File: src/rtl/alu_64.sv
// 64-bit execute-stage ALU: ripple-carry add/sub, bitwise ops, NZVC flags
// plus a registered flag copy for later flag-setting instructions.
module alu_64 (
  input  logic        clk,
  input  logic        reset,
  input  logic [63:0] A,
  input  logic [63:0] B,
  input  logic [2:0]  cntrl,
  output logic [63:0] result,
  output logic        negative,
  output logic        zero,
  output logic        overflow,
  output logic        carry_out,
  output logic [3:0]  flags_q
);

  localparam logic [2:0] OP_PASS = 3'b000;
  localparam logic [2:0] OP_ADD  = 3'b010;
  localparam logic [2:0] OP_SUB  = 3'b011;
  localparam logic [2:0] OP_AND  = 3'b100;
  localparam logic [2:0] OP_OR   = 3'b101;
  localparam logic [2:0] OP_XOR  = 3'b110;

  logic        is_add;
  logic        is_sub;
  logic [63:0] b_eff;
  logic [63:0] sum;
  logic        cy;
  logic        c63;
  logic        c64;
  logic [3:0]  flags_d;

  assign is_add = (cntrl == OP_ADD);
  assign is_sub = (cntrl == OP_SUB);

  // Subtract is A + ~B + 1; carries ripple slice by slice.
  always_comb begin
    b_eff = is_sub ? ~B : B;
    cy    = is_sub;
    sum   = '0;
    c63   = 1'b0;
    for (int i = 0; i < 64; i++) begin
      if (i == 63) c63 = cy;
      sum[i] = A[i] ^ b_eff[i] ^ cy;
      cy     = (A[i] & b_eff[i]) | (cy & (A[i] ^ b_eff[i]));
    end
    c64 = cy;
  end

  always_comb begin
    result = '0;
    case (cntrl)
      OP_PASS: result = B;
      OP_ADD:  result = sum;
      OP_SUB:  result = sum;
      OP_AND:  result = A & B;
      OP_OR:   result = A | B;
      OP_XOR:  result = A ^ B;
      default: result = '0;
    endcase
  end

  assign negative  = result[63];
  assign zero      = ~|result;
  assign overflow  = (is_add | is_sub) & (c63 ^ c64);
  // Borrow is the inverted raw carry on subtract.
  assign carry_out = is_add ? c64 : (is_sub ? ~c64 : 1'b0);

  assign flags_d = {negative, zero, overflow, carry_out};

  always_ff @(posedge clk) begin
    if (reset) flags_q <= 4'b0000;
    else       flags_q <= flags_d;
  end

endmodule

File: config.mk
export PLATFORM = sky130hd
export DESIGN_NAME = alu_64
export DESIGN_NICKNAME = d
export VERILOG_FILES = /design/src/rtl/alu_64.sv
export SDC_FILE = /design/constraint.sdc
export NUM_CORES = 1
export LEC_CHECK = 0
export CORE_MARGIN = 3
export CORE_UTILIZATION = 55
export CTS_BUF_LIST = sky130_fd_sc_hd__clkbuf_8 sky130_fd_sc_hd__clkbuf_16
export DETAILED_ROUTE_END_ITERATION = 8
export GPL_TIMING_DRIVEN = 0
export PLACE_DENSITY = 0.94
export SLEW_MARGIN = 10
export SYNTH_ARGS = -nofsm -noshare
export SYNTH_HDL_FRONTEND = slang
export SYNTH_SLANG_ARGS = --single-unit
File: constraint.sdc
create_clock -name clk -period 75.7 [get_ports clk]
set_input_delay 11.355 -clock clk [delete_from_list [all_inputs] [get_ports clk]]
set_output_delay 11.355 -clock clk [all_outputs]
set_load 0.05 [all_outputs]
==> results.md <==
- Most common cell on crit path: fa_1
- Period utilization: around 74%
- Top area cells in the synthesized netlist: ha_1 (22%), fa_1 (18%), xnor2_1 (8.0%), inv_1 (7.2%), mux2i_1 (4.6%)
- Critical path class: input port to output port
- Initial drt markers: about 770
- Sequential cell area: roughly 80 um^2
- Leak: about 4.4 nW
- Top Registers: flags_q (4)
- Post-CTS sizing: 0
- Post-synth net total: between 1000 and 1500
- Vias in the first global route: ~8000
- Chip width: 120 um
- Root Driver: clkbuf_16
- DR WL/cell: roughly 22 um
- Hold Buf Count CTS: 0
- Gr usage total: 36.0%
- Power Dens Cells: 10.7 mW/mm^2
- # IOs: 205
- Min-Delay Path Class: input port to flop
- Total Wirelength: approximately 27 mm
- Initial Util: between 50% and 60%
- Most flops, register: flags_q
- Arr. time, crit path: roughly 45 ns
- Crit path capture: zero
- Commonest cells post-synth: inv_1 (137), ha_1 (128), xnor2_1 (65)
- First-pass GRT wire length: around 41 mm
- Nets: about 1400
- Hpwl dp: around 22 mm
- CTS tree: yes
- Total Power: roughly 0.10 mW
- Sw frac: between 50% and 60%
- Slowest stage delay, CP: just under 0.9 ns
- Clock sinks: 4
- Post-synthesis sequential area ratio: roughly 1.1%
- Cell taking the most area after synthesis: ha_1
- Synth Area per Inst: about 8.4 um^2
- Crit path required time: roughly 64 ns
- Die ar.: roughly 0.014 mm^2
- Met1 usage: 43.2%
- Largest net degree at the start of global routing: 11
- EDFF count, synth: 0
- TritonRoute pass-1 iters: 7
- Delay-heaviest family, CP: adder cells
- Antenna diodes: 0
- Worst path depth: between 80 and 90
- Reg power frac: under 10%
- Cell internal pwr: between 0.04 and 0.05 mW
- TNS Setup: 0 ns
- Yosys cell types: 47
- Gpl congestion: between 0.9 and 1
- Die H: roughly 120 um
- Max reg flops: 4
- Synthesized flop and latch total: 4
- Main synth FF type: dfxtp_1
- Final Hold Fails: 0
- RSZ-0062 raised after global routing: false
- Final setup violation count: 0
- Core Region: approximately 0.013 mm^2
- Critical Path Source: cntrl[1]
- Fillcell total: 930
- Met3 Use GR: under 10%
- Max rail drop VDD: roughly 0.0000086 V
- Final design utilization: about three quarters
- Startpoint types: input port
- Post-CTS setup buffers: 0
- Logic pwr share: around nine tenths
- Max-slew violation count: 0
- Minimum clock period: between 50 and 60 ns
- Area added between synthesis and finish: 32.4%
- CP max FO: 10
- Mapped cell area: ~0.0071 mm^2
- Post-DRT Antenna Nets: 0
- Setup crit end kind: output port
- Mapped Cells: around 850
- Status: completed
- FMAX: approximately 0.018 GHz
- Max-cap violations: 0
- Reg clk slew, reported paths: about 0.03 ns
- H-tree level count: 1
- Max Root-Sink Buffers: 2
- Buf+Inv Stages, Crit Path: 10
- Met2 Usage GRT: approximately three fifths
- Worst slack, placed: around 20 ns
- # rows: 41
- Total CTS buffers: 3
- GR Overflow Total: 0
- Slowest library cell on the worst path: clkdlybuf4s50_1
- Initial antenna violation count: 0
- Net Sw Power: ~0.056 mW
- Max-slew headroom: about two fifths
- Top Usage Layer GRT: met2
- IO Port Bufs: roughly 200
- Via count: between 7000 and 8000
- Multi-input combinational cell area: about 0.0062 mm^2
- Actual slew at the worst max-slew pin: between 0.9 and 1 ns
- Layout cells sized above 1: 7.12%
- Count leader, synth: inv_1
- Ys Warns: 0
- DRC: 0
- Worst setup margin: a little under 20 ns
- Via-per-instance ratio: between 6 and 7
- Yosys top cell area share: 22.4%
- Asr flop ratio synth: 0%
- Clk pwr share: 8.4%
how the worst min path moves through the flow:
stage / from / end / slack, ns / depth (start not counted)
floorplan: reset / flags_q[3]$_SDFF_PP0_ / 11.42 / 1
global placement: reset / flags_q[2]$_SDFF_PP0_ / 12.05 / 2
detailed placement: reset / flags_q[3]$_SDFF_PP0_ / 12.05 / 2
CTS: reset / flags_q[2]$_SDFF_PP0_ / 11.83 / 2
global route: reset / flags_q[2]$_SDFF_PP0_ / 11.85 / 2
finish: reset / flags_q[2]$_SDFF_PP0_ / 11.84 / 2
power groups by stage:
stage               clock network, mW  logic [mW]  registers (mW)
global route                  0.00865      0.0963         0.00227
detailed placement                  0      0.0885         0.00229
finish                        0.00850      0.0905         0.00227
floorplan                           0      0.0543         0.00265
CTS                           0.00852      0.0893         0.00227
global placement                    0      0.0860         0.00228
kinds of logic (layout without fill, tap and decap cells):
group	Yosys count	after routing	synth area share [%]
flops	4	4	1.12
compound gates	170	170	16.0
simple gates	164	164	14.0
buf+inv	192	397	11.5
mux	63	63	9.35
xor+xnor	65	65	7.97
fa+ha+maj	191	191	40.1
metrics by stage:
step | area (um^2) | hold WS, ns | std cells
after floorplan | 7140 | 11.42 | 849
after global placement | 9380 | 12.05 | 1223
after detailed placement | 9380 | 12.05 | 1223
after CTS | 9460 | 11.83 | 1226
after global routing | 9460 | 11.85 | 1226
final | 9460 | 11.84 | 1226
cells in the final DEF (no fill, tap or decap), drive strengths merged, types with 2 or more instances in the layout:
cell type / instances
xnor2: 65
o221ai: 14
nand4bb: 7
mux2: 30
dfxtp: 4
nand2b: 16
fa: 63
a21oi: 31
mux2i: 33
o2111ai: 3
nand3b: 3
o21ai: 51
nand4: 12
nor3: 6
nor2b: 2
o22a: 2
clkbuf: 16
buf: 42
or4: 2
a221oi: 2
a2bb2oi: 16
ha: 128
clkdlybuf4s50: 202
nand2: 25
nor2: 32
nand3: 3
inv: 137
a22oi: 31
o2bb2ai: 16
nor3b: 19
or2: 2
and3b: 19
a211oi: 2
nor4: 12
metal layers:
layer	vias to the layer above	part of all wire, %	wire length (um)
li1	3324	-	-
met1	3631	36	9620
met2	544	46	12300
met3	142	11	2950
met4	0	6.4	1700
met5	-	0	0
layout make-up:
class	count	area share, %
flip-flops and latches	4	0.847
well taps	172	2.28
clock buffers	3	0.794
inverters	137	5.44
plain buffers	55	3.23
multi-input cells	653	66.0
repair buffers	202	21.4
Power figures use the tool's default switching activity.
